==> src/rtl/segment_quad_accum_if.sv <==
// ---------------------------------------------------------------------------
// segment_quad_accum_if
// Pixel-stream and result bundle for segment_quad_accum.
//   master : pixel source / configuration side (drives pix_en, hcnt, vcnt,
//            pixel_in, chan_sel, thresh; receives pixel_out and results)
//   slave  : the accumulator itself
// Signals:
//   pix_en, hcnt[9:0], vcnt[9:0], pixel_in[11:0]  pixel stream
//   chan_sel[1:0], thresh[4*ACC_W-1:0]            configuration
//   pixel_out[11:0]                               window-masked pixel
//   quad_bits, quad_count, result_valid, busy     per-digit results
// ---------------------------------------------------------------------------
interface segment_quad_accum_if #(
    parameter int NUM_DIGITS = 6,
    parameter int ACC_W      = 16
);
    logic                      pix_en;
    logic [9:0]                hcnt;
    logic [9:0]                vcnt;
    logic [11:0]               pixel_in;
    logic [1:0]                chan_sel;
    logic [4*ACC_W-1:0]        thresh;
    logic [11:0]               pixel_out;
    logic [4*NUM_DIGITS-1:0]   quad_bits;
    logic [3*NUM_DIGITS-1:0]   quad_count;
    logic                      result_valid;
    logic                      busy;

    modport master (
        output pix_en, hcnt, vcnt, pixel_in, chan_sel, thresh,
        input  pixel_out, quad_bits, quad_count, result_valid, busy
    );

    modport slave (
        input  pix_en, hcnt, vcnt, pixel_in, chan_sel, thresh,
        output pixel_out, quad_bits, quad_count, result_valid, busy
    );
endinterface

==> src/rtl/segment_quad_accum.sv <==
// ---------------------------------------------------------------------------
// segment_quad_accum
// Per-digit quadrant accumulator. Each of NUM_DIGITS windows is split into
// UL/UR/LL/LR quadrants; one colour channel of the pixel stream is summed per
// quadrant over a frame, then every quadrant is compared against a shared
// threshold set, one digit per clock, producing quad_bits and quad_count.
// Ports:
//   clk    system clock
//   rst_n  synchronous active-low reset
//   bus    segment_quad_accum_if.slave (pixel stream, config, results)
// ---------------------------------------------------------------------------
module segment_quad_accum #(
    parameter int NUM_DIGITS = 6,
    parameter int X0         = 50,
    parameter int DIG_W      = 74,
    parameter int PITCH      = 90,
    parameter int Y0         = 150,
    parameter int DIG_H      = 150,
    parameter int EVAL_LINE  = 310,
    parameter int ACC_W      = 16
) (
    input  logic                 clk,
    input  logic                 rst_n,
    segment_quad_accum_if.slave  bus
);

    localparam int IDX_W  = (NUM_DIGITS > 1) ? $clog2(NUM_DIGITS) : 1;
    localparam int HALF_W = DIG_W / 2;
    localparam int HALF_H = DIG_H / 2;

    typedef enum logic [1:0] {S_HOLD, S_ACCUM, S_EVAL} state_t;

    state_t                  state_q, state_d;
    logic [ACC_W-1:0]        acc_q [NUM_DIGITS][4];
    logic [ACC_W-1:0]        acc_d [NUM_DIGITS][4];
    logic [ACC_W-1:0]        thr_q [4];
    logic [ACC_W-1:0]        thr_d [4];
    logic [IDX_W-1:0]        idx_q, idx_d;
    logic [4*NUM_DIGITS-1:0] quad_bits_q, quad_bits_d;
    logic [3*NUM_DIGITS-1:0] quad_count_q, quad_count_d;
    logic                    result_valid_q, result_valid_d;
    logic [11:0]             pixel_out_q, pixel_out_d;

    int                      h_pos, v_pos;
    logic [5:0]              chan_val;
    logic                    in_win;
    logic                    frame_start, eval_start;
    logic [3:0]              eval_bits;

    // Selected channel, zero-extended to 6 bits; 3 sums all three nibbles.
    function automatic logic [5:0] chan_value(input logic [11:0] pix, input logic [1:0] sel);
        logic [5:0] r, g, b;
        r = {2'b00, pix[11:8]};
        g = {2'b00, pix[7:4]};
        b = {2'b00, pix[3:0]};
        case (sel)
            2'd0:    return r;
            2'd1:    return g;
            2'd2:    return b;
            default: return r + g + b;
        endcase
    endfunction

    // Saturating add: clamps at all-ones instead of wrapping.
    function automatic logic [ACC_W-1:0] sat_add(input logic [ACC_W-1:0] a, input logic [5:0] b);
        logic [ACC_W:0] s;
        s = {1'b0, a} + {{(ACC_W-5){1'b0}}, b};
        return s[ACC_W] ? {ACC_W{1'b1}} : s[ACC_W-1:0];
    endfunction

    function automatic logic [2:0] popcount4(input logic [3:0] b);
        return 3'(b[0]) + 3'(b[1]) + 3'(b[2]) + 3'(b[3]);
    endfunction

    assign h_pos       = int'(bus.hcnt);
    assign v_pos       = int'(bus.vcnt);
    assign chan_val    = chan_value(bus.pixel_in, bus.chan_sel);
    assign frame_start = bus.pix_en && (bus.vcnt == 10'd0) && (bus.hcnt == 10'd0);
    assign eval_start  = bus.pix_en && (bus.vcnt == 10'(EVAL_LINE)) && (bus.hcnt == 10'd0);

    // Window membership for the pixel output mask (any digit).
    always_comb begin
        in_win = 1'b0;
        for (int d = 0; d < NUM_DIGITS; d++) begin
            if (h_pos > X0 + d*PITCH && h_pos <= X0 + d*PITCH + DIG_W &&
                v_pos > Y0 && v_pos <= Y0 + DIG_H)
                in_win = 1'b1;
        end
    end

    always_comb begin
        state_d        = state_q;
        acc_d          = acc_q;
        thr_d          = thr_q;
        idx_d          = idx_q;
        quad_bits_d    = quad_bits_q;
        quad_count_d   = quad_count_q;
        result_valid_d = 1'b0;
        pixel_out_d    = pixel_out_q;
        eval_bits      = 4'b0000;

        if (bus.pix_en)
            pixel_out_d = in_win ? bus.pixel_in : 12'h000;

        case (state_q)
            S_HOLD: begin
                if (frame_start) begin
                    state_d = S_ACCUM;
                    for (int d = 0; d < NUM_DIGITS; d++)
                        for (int q = 0; q < 4; q++)
                            acc_d[d][q] = '0;
                end
            end

            S_ACCUM: begin
                // Quadrant q: bit 0 selects the right half, bit 1 the bottom half.
                if (bus.pix_en) begin
                    for (int d = 0; d < NUM_DIGITS; d++)
                        for (int q = 0; q < 4; q++)
                            if (h_pos >  X0 + d*PITCH + (q % 2)*HALF_W &&
                                h_pos <= X0 + d*PITCH + (q % 2 + 1)*HALF_W &&
                                v_pos >  Y0 + (q / 2)*HALF_H &&
                                v_pos <= Y0 + (q / 2 + 1)*HALF_H)
                                acc_d[d][q] = sat_add(acc_q[d][q], chan_val);
                end
                if (eval_start) begin
                    state_d = S_EVAL;
                    idx_d   = '0;
                    for (int q = 0; q < 4; q++)
                        thr_d[q] = bus.thresh[q*ACC_W +: ACC_W];
                end
            end

            S_EVAL: begin
                // One digit per clock; frame starts seen here are ignored.
                for (int q = 0; q < 4; q++)
                    eval_bits[q] = acc_q[idx_q][q] > thr_q[q];
                quad_bits_d[4*idx_q +: 4]  = eval_bits;
                quad_count_d[3*idx_q +: 3] = popcount4(eval_bits);
                if (idx_q == IDX_W'(NUM_DIGITS - 1)) begin
                    state_d        = S_HOLD;
                    idx_d          = '0;
                    result_valid_d = 1'b1;
                end else begin
                    idx_d = idx_q + 1'b1;
                end
            end

            default: state_d = S_HOLD;
        endcase
    end

    always_ff @(posedge clk) begin
        if (!rst_n) begin
            state_q        <= S_HOLD;
            idx_q          <= '0;
            quad_bits_q    <= '0;
            quad_count_q   <= '0;
            result_valid_q <= 1'b0;
            pixel_out_q    <= 12'h000;
            for (int d = 0; d < NUM_DIGITS; d++)
                for (int q = 0; q < 4; q++)
                    acc_q[d][q] <= '0;
        end else begin
            state_q        <= state_d;
            idx_q          <= idx_d;
            quad_bits_q    <= quad_bits_d;
            quad_count_q   <= quad_count_d;
            result_valid_q <= result_valid_d;
            pixel_out_q    <= pixel_out_d;
            acc_q          <= acc_d;
        end
    end

    // Threshold snapshot is only consumed in S_EVAL after being loaded.
    always_ff @(posedge clk) begin
        thr_q <= thr_d;
    end

    assign bus.pixel_out    = pixel_out_q;
    assign bus.quad_bits    = quad_bits_q;
    assign bus.quad_count   = quad_count_q;
    assign bus.result_valid = result_valid_q;
    assign bus.busy         = (state_q == S_EVAL);

endmodule

==> src/flat_wrapper.sv <==
// flat-port wrapper written by rule: the top's interface ports become plain ports
module segment_quad_accum_flat 
#(
    parameter int NUM_DIGITS = 6,
    parameter int X0         = 50,
    parameter int DIG_W      = 74,
    parameter int PITCH      = 90,
    parameter int Y0         = 150,
    parameter int DIG_H      = 150,
    parameter int EVAL_LINE  = 310,
    parameter int ACC_W      = 16
)
  (clk, rst_n, bus_pix_en, bus_hcnt, bus_vcnt, bus_pixel_in, bus_chan_sel, bus_thresh, bus_pixel_out, bus_quad_bits, bus_quad_count, bus_result_valid, bus_busy);
  segment_quad_accum_if #(.NUM_DIGITS(NUM_DIGITS), .ACC_W(ACC_W)) bus_i ();
  input  logic clk;
  input  logic rst_n;
  input wire logic [$bits(bus_i.pix_en)-1:0] bus_pix_en;
  input wire logic [$bits(bus_i.hcnt)-1:0] bus_hcnt;
  input wire logic [$bits(bus_i.vcnt)-1:0] bus_vcnt;
  input wire logic [$bits(bus_i.pixel_in)-1:0] bus_pixel_in;
  input wire logic [$bits(bus_i.chan_sel)-1:0] bus_chan_sel;
  input wire logic [$bits(bus_i.thresh)-1:0] bus_thresh;
  output wire logic [$bits(bus_i.pixel_out)-1:0] bus_pixel_out;
  output wire logic [$bits(bus_i.quad_bits)-1:0] bus_quad_bits;
  output wire logic [$bits(bus_i.quad_count)-1:0] bus_quad_count;
  output wire logic [$bits(bus_i.result_valid)-1:0] bus_result_valid;
  output wire logic [$bits(bus_i.busy)-1:0] bus_busy;
  assign bus_i.pix_en = bus_pix_en;
  assign bus_i.hcnt = bus_hcnt;
  assign bus_i.vcnt = bus_vcnt;
  assign bus_i.pixel_in = bus_pixel_in;
  assign bus_i.chan_sel = bus_chan_sel;
  assign bus_i.thresh = bus_thresh;
  assign bus_pixel_out = bus_i.pixel_out;
  assign bus_quad_bits = bus_i.quad_bits;
  assign bus_quad_count = bus_i.quad_count;
  assign bus_result_valid = bus_i.result_valid;
  assign bus_busy = bus_i.busy;
  segment_quad_accum #(.NUM_DIGITS(NUM_DIGITS), .X0(X0), .DIG_W(DIG_W), .PITCH(PITCH), .Y0(Y0), .DIG_H(DIG_H), .EVAL_LINE(EVAL_LINE), .ACC_W(ACC_W)) u_core (.clk(clk), .rst_n(rst_n), .bus(bus_i));
endmodule
==> config.mk <==
export PLATFORM = sky130hd
export DESIGN_NAME = segment_quad_accum_flat
export DESIGN_NICKNAME = d
export VERILOG_FILES = /design/src/rtl/segment_quad_accum_if.sv /design/src/rtl/segment_quad_accum.sv /design/src/flat_wrapper.sv
export SDC_FILE = /design/constraint.sdc
export NUM_CORES = 2
export LEC_CHECK = 0
export CAP_MARGIN = 20
export CORE_MARGIN = 3
export CORE_UTILIZATION = 42
export CTS_CLUSTER_SIZE = 16
export DETAILED_ROUTE_END_ITERATION = 16
export DONT_BUFFER_PORTS = 1
export SYNTH_ARGS = -nofsm -noshare
export SYNTH_HDL_FRONTEND = slang
export SYNTH_SLANG_ARGS = --single-unit
==> constraint.sdc <==
create_clock -name clk -period 10.2 [get_ports clk]
set_input_delay 2.04 -clock clk [delete_from_list [all_inputs] [get_ports clk]]
set_output_delay 2.04 -clock clk [all_outputs]
set_load 0.005 [all_outputs]
# Word level (Yosys, flattened, before mapping)
# Index checks and enable logic that the tools add are counted.
[word_totals] regBits=508 latch_bits=0 ramBits=0 rom_bits=0 word_cells=327 mem_count=0
[classes] addsub=32 multipliers=1 n_div=0 order_cmp=33 n_eq_ne=34 shifts=4 muxes=72 n_bitwise=1 reduce_logical=116
[op_table] cell="2-to-1 mux 16 bit" count=48
[op_table] cell="2-to-1 mux 384 bit" count=2
[op_table] cell="case mux 384 bit (2 select lines)" count=1
[op_table] cell="adder 16 x 6 -> 17 bit" count=24
[op_table] cell="binary-select mux 64 bit (select 3 bit)" count=1
[op_table] cell="2-to-1 mux 64 bit" count=2
[op_table] cell="AND reduction 4 bit" count=24
[op_table] cell="logical AND 1 bit" count=82
[op_table] cell="<= comparator 10 x 9 -> 1 bit (second input constant)" count=7
[op_table] cell="negation 5 -> 34 bit" count=2
[op_table] cell="greater-than comparator 16 bit" count=4
[op_table] cell="greater-than comparator 10 x 9 -> 1 bit (second input constant)" count=6
[op_table] cell="!= test 2 x 1 -> 1 bit (second input constant)" count=27
[op_table] cell="greater-than comparator 10 x 8 -> 1 bit (second input constant)" count=5
[op_table] cell="variable shift 3 x 34 -> 18 bit (first input constant)" count=1
[op_table] cell="variable shift 4 x 34 -> 24 bit (first input constant)" count=1
[op_table] cell="indexed part select 3 x 34 -> 18 bit" count=1
[op_table] cell="indexed part select 4 x 34 -> 24 bit" count=1
[op_table] cell="<= comparator 10 x 8 -> 1 bit (second input constant)" count=3
[op_table] cell="bitwise mux 24 bit" count=1
[op_table] cell="<= comparator 10 bit (second input constant)" count=2
[op_table] cell="<= comparator 10 x 7 -> 1 bit (second input constant)" count=2
[op_table] cell="logical NOT 10 bit" count=2
[op_table] cell="bitwise mux 18 bit" count=1
[op_table] cell="27 further kinds" count=43

# Longest topological paths before layout
[logic_depth] ltp_word=11 depth_mapped=19

# Worst setup path before layout
# OpenSTA, ideal clock, no wires.
[synth_timing] path_type="input to register" from="in bus_hcnt[2]" to="reg u_core.idx_q[2]" t_arrival_ns=9.841 required_ns=10.068 setup_slack_ns=0.227 stages=7 path_cell_list="buf_2 -> nor4_4 -> nand4_1 -> nor4_1 -> nor2_1 -> o21ai_0 -> a21oi_1"
[synth_between] elab_chain_cells=4
[synth_lines] item="start: declaration" line_no="flat_wrapper.sv:18" text="input wire logic [$bits(bus_i.hcnt)-1:0] bus_hcnt;"
[synth_lines] item="logical NOT 10 bit" line_no="segment_quad_accum.sv:79" text="assign eval_start = bus.pix_en && (bus.vcnt == 10'(EVAL_LINE)) && (bus.hcnt == 10'd0);"
[synth_lines] item="logical AND 1 bit" line_no="segment_quad_accum.sv:79"
[synth_lines] item="!= test 2 x 1 -> 1 bit (no line)"
[synth_lines] item="AND reduction 2 bit (no line)"
[synth_lines] item="end signal: assignment" line_no="segment_quad_accum.sv:166" text="idx_q <= idx_d;"
[synth_lines] item="end: declaration" line_no="segment_quad_accum.sv:38" text="logic [IDX_W-1:0] idx_q, idx_d;"
# No other way between the ends.
# A chain may end at the register's enable or synchronous reset.

# Final worst setup path
[layout_timing] from="in bus_pixel_in[4]" to="reg u_core.acc_q[250] (netlist name)"
[layout_between] elab_chain_cells=8
[layout_lines] item="start: declaration" line_no="flat_wrapper.sv:20" text="input wire logic [$bits(bus_i.pixel_in)-1:0] bus_pixel_in;"
[layout_lines] item="adder 4 x 4 -> 5 bit" line_no="segment_quad_accum.sv:60" text="default: return r + g + b;"
[layout_lines] item="adder 6 x 4 -> 6 bit" line_no="segment_quad_accum.sv:60"
[layout_lines] item="case mux 6 bit (3 select lines) *" line_no="segment_quad_accum.sv:56" text="case (sel)"
[layout_lines] item="adder 16 x 6 -> 17 bit *" line_no="segment_quad_accum.sv:67" text="s = {1'b0, a} + {{(ACC_W-5){1'b0}}, b};"
[layout_lines] item="2-to-1 mux 16 bit *" line_no="segment_quad_accum.sv:68" text="return s[ACC_W] ? {ACC_W{1'b1}} : s[ACC_W-1:0];"
[layout_lines] item="2-to-1 mux 16 bit *" line_no="segment_quad_accum.sv:120" text="if (h_pos > X0 + d*PITCH + (q % 2)*HALF_W &&"
[layout_lines] item="2-to-1 mux 384 bit *" line_no="segment_quad_accum.sv:117" text="if (bus.pix_en) begin"
[layout_lines] item="case mux 384 bit (2 select lines) *" line_no="segment_quad_accum.sv:105" text="case (state_q)"
[layout_lines] item="end signal: indexed assignment" line_no="segment_quad_accum.sv:163" text="acc_q[d][q] <= '0;"
[layout_lines] item="end signal: assignment" line_no="segment_quad_accum.sv:171" text="acc_q <= acc_d;"
[layout_lines] item="end: declaration" line_no="segment_quad_accum.sv:34" text="logic [ACC_W-1:0] acc_q [NUM_DIGITS][4];"
# Every way passes the cells marked *; elsewhere a longest branch is shown, timed or not. The select of a mux whose other input is x is not followed.

==> summary.txt <==
Clock tree
  • Clock sink count: 508
  • Total CTS buffers: 61
  • CTS H-tree lvls: 2
  • CTS tree: done
  • Worst-skew pair later-pin latency: between 0.6 and 0.7 ns
  • Postcts setup bufs: 0
  • CTS resizes: 0
  • Clock Pin Slew Worst Setup and Hold Paths: 0.06 ns
  • Clock Tree Root: clkbuf_16
  • # hold bufs at CTS: 0
  • Clock Tree Buf Depth: 3

Die
  • Die span in x: 296 um
  • IO Pins: 157
  • Core box area: 0.0826 sq mm
  • Total die area: 0.0874 sq mm
  • Initial core utilization: 42.6%
  • Chip Height: 296 um
  • Site Rows: 105

Synth
  • Mean post-synth cell area: 8.53 sq um
  • Register area share after synthesis: between 30% and 40%
  • Total nets after synthesis: 4480
  • Yosys reg bits: 508
  • Post-synth top area share: 25.2%
  • Most used DFF post-synth: dfxtp_1
  • Top-count cell post-synth: dfxtp_1
  • EDFF count, synth: 64
  • Largest cells by area after synthesis: dfxtp_1 25%, ha_1 7.9%, edfxtp_1 5.5%, o21ai_0 5.2%, a21oi_1 4.8%
  • Synth Instances: 4129
  • Dominant cell type by area after synthesis: dfxtp_1
  • Synth cell types: around 110
  • Fraction of registers with async set/reset: 0%
  • Warnings, synthesis: 0
  • Synth top cells by count: 444 x dfxtp_1, 399 x nand2_1, 366 x o21ai_0
  • Post-Syn Area: 0.0352 sq mm

Timing
  • Setup WS post-layout: 3.71 ns
  • Final Max Tran Viols: 0
  • # setup viols final: 0
  • TNS Setup: 0 ns
  • RSZ-0062 raised after global routing: false
  • Final setup skew: slightly above 0.02 ns
  • Clock period minus worst slack: 6.49 ns
  • Final Hold Vio Count: 0
  • Period utilisation layout: between 60% and 70%
  • Tightest Pin Transition: 1.14 ns
  • Fmax: 0.154 GHz
  • WHS: 0.465 ns
  • Slew HR: 24.3%

Placed design
  • Port bufs: 0
  • Routability Congestion: approximately 0.94
  • Final HPWL DP: roughly 86 mm
  • Pre-CTS setup slack: ~3 ns

Layout
  • Area Overhead vs Synth: 8.77%
  • NumNets Final: between 4000 and 5000
  • Register area: around 0.011 sq mm
  • Layout cells sized above 1: 8.72%
  • Final Util: 46.4%
  • Area occupied by multi-input gates: 0.0231 sq mm
  • ANT cells: 0
  • Fill cells: around 8000

Pwr
  • Power share of the combinational group: 7.8%
  • Internal power: around 3.5 mW
  • Sequential share of power: 42.9%
  • Sw Share: 25.0%
  • Leak: 13.6 nW
  • NetSw: 1.18 mW
  • Clock power frac: about half
  • Peak VDD IR: 0.000124 V
  • PD cells: around 120 mW/mm^2

Worst setup path
  • Worst r2r path cells: 17
  • Instance count on the critical path: 14
  • Setup crit end kind: flip-flop
  • Critical-path cell list: ha_1 > fa_1 > ha_1 > a21o_1 > a21oi_1 > xnor2_1 > mux4_2 > ha_1 > o21ai_0 > o21ai_0 > nand2_1 > nor3_1 > nor3_1 > a311oi_1
  • Critical Setup Path Class: input pin to flip-flop
  • WP data arrival: 7.02 ns
  • Startpoint types: input pin
  • Worst Path Buf+Inv: 0
  • CP delay by family, top: adder cells
  • Max incr delay on CP: around 0.95 ns
  • Critical Path RT: approximately 11 ns
  • Worst Path Max Fanout: 24
  • Top cell by count, worst path: ha_1
  • Slowest-stage cell, CP: mux4_2

GRT
  • Largest net degree at the start of global routing: between 150 and 200
  • Total gr overflow: 0
  • Initial antenna violation count: 1
  • Global Route Usage Sum: a little over a quarter
  • Grt peak-use layer: met2
  • Met2 Use GR: roughly 43%
  • Vias in the first global route: 30500
  • First-pass GRT wire length: 187 mm
  • GRT met3 Usage: 5.11%
  • M1 GR Usage: 38.2%

Drt
  • Routed wire length: around 120 mm
  • Vias per std cell: 6.51
  • Drt wl/cell: 24.1 um
  • DR DRC count: 0
  • Vias: 33600
  • ANT nets after route: 0
  • Initial DRT Pass Iterations: 6
  • Initial drt markers: 3339

Flow run
  • Max Cap Violations: 0

Worst hold path
  • Hold path cells: 2
  • Worst hold path type: flip-flop to flip-flop

Status
  • Outcome: finished clean
==> worst reg2reg max path, stage by stage (launching register included) <==
cell	delay [ns]
dfxtp_4	0.78
buf_4	0.67
buf_4	0.74
mux4_2	0.65
nand2_1	0.09
o21ai_0	0.15
ha_1	0.33
a21o_1	0.18
a221o_1	0.33
a221o_1	0.32
nor3_1	0.18
buf_4	0.19
nor2_1	0.08
fa_1	0.44
ha_1	0.37
and3_1	0.23
mux2i_1	0.15
nor2_1	0.05
==> metal layers <==
metal / routed length, um / vias to the layer above
met5: 0 / -
met4: 4370 / 0
met3: 10900 / 235
met2: 54500 / 1386
met1: 54700 / 16300
li1: - / 15700
==> power groups by stage <==
stage | sequential, mW | combinational [mW] | clock (mW)
6_report | 2.02 | 0.366 | 2.33
5_1_grt | 2.02 | 0.402 | 2.45
4_1_cts | 2.02 | 0.362 | 2.36
3_5_place_dp | 2.07 | 0.360 | 0
3_3_place_gp | 2.07 | 0.356 | 0
2_1_floorplan | 2.07 | 0.275 | 0
==> state kept, by name, summed over array words and instances (netlist names) <==
| signal | cells |
|---|---|
| u_core.acc_q | 384 |
| u_core.thr_q | 64 |
| u_core.bus.quad_bits | 24 |
| u_core.bus.quad_count | 18 |
| u_core.bus.pixel_out | 12 |
| u_core.idx_q | 3 |
| u_core.state_q | 2 |
| u_core.bus.result_valid | 1 |
==> cells in the final DEF, fill, tap and decap left out, drive strengths merged, types with 19 or more instances in the layout <==
cell type and n:
o21bai 36, nand2 399, nor2 244, and3 54, dfxtp 444, nand4 46, or3 32, a41oi 21
edfxtp 64, mux4 68, o21a 44, inv 129, o221a 38, a211oi 100, ha 223, fa 27
a311oi 23, xnor2 62, o31ai 32, a22o 25, buf 57, and2 33, clkbuf 88, mux2i 86
a21oi 342, nor3 131, o21ai 376, a22oi 25, nand2b 19, a21o 83, nor4 51, o41ai 24
o211ai 107, o32ai 21, xor2 26, nor2b 21, nand3 167, a31oi 66
==> cell families after synthesis <==
kind of cell | Yosys count | share of synthesized area, %
compound gates | 1509 | 28.7
xor+xnor | 88 | 2.19
fa+ha+maj | 250 | 9.45
buf+inv | 337 | 3.99
flops | 508 | 30.7
mux | 154 | 6.79
simple gates | 1283 | 18.2
==> metrics by stage <==
| step | power, mW | instances | area [sq um] |
|---|---|---|---|
| 4_1_cts | 4.75 | 5159 | 38300 |
| 3_5_place_dp | 2.43 | 5046 | 36200 |
| 5_1_grt | 4.87 | 5164 | 38300 |
| 2_1_floorplan | 2.34 | 4129 | 35200 |
| 6_report | 4.72 | 5164 | 38300 |
| 3_3_place_gp | 2.42 | 5044 | 36200 |
==> final cells by class <==
type | count | share of cell area, %
Multi-Input combinational cell | 3284 | 60.3
Sequential cell | 508 | 28.2
Clock buffer | 84 | 4.58
Tap cell | 1070 | 3.49
Inverter | 128 | 1.27
Timing Repair Buffer | 61 | 1.21
Clock inverter | 29 | 0.921
==> worst paths after layout <==
kind	from	endpoint	slack (ns)
worst min register to register	u_core.acc_q[195]$_SDFFE_PN0P_	u_core.acc_q[195]$_SDFFE_PN0P_	0.46
worst max-delay path	bus_pixel_in[4]	u_core.acc_q[250]$_SDFFE_PN0P_	3.71
worst min-delay path	u_core.acc_q[195]$_SDFFE_PN0P_	u_core.acc_q[195]$_SDFFE_PN0P_	0.46
worst max register to register	u_core.idx_q[0]$_SDFFE_PN0P_	u_core.bus.quad_count[16]$_SDFFE_PN0P_	4.14
Note: power is estimated with default switching activity, not from simulation.
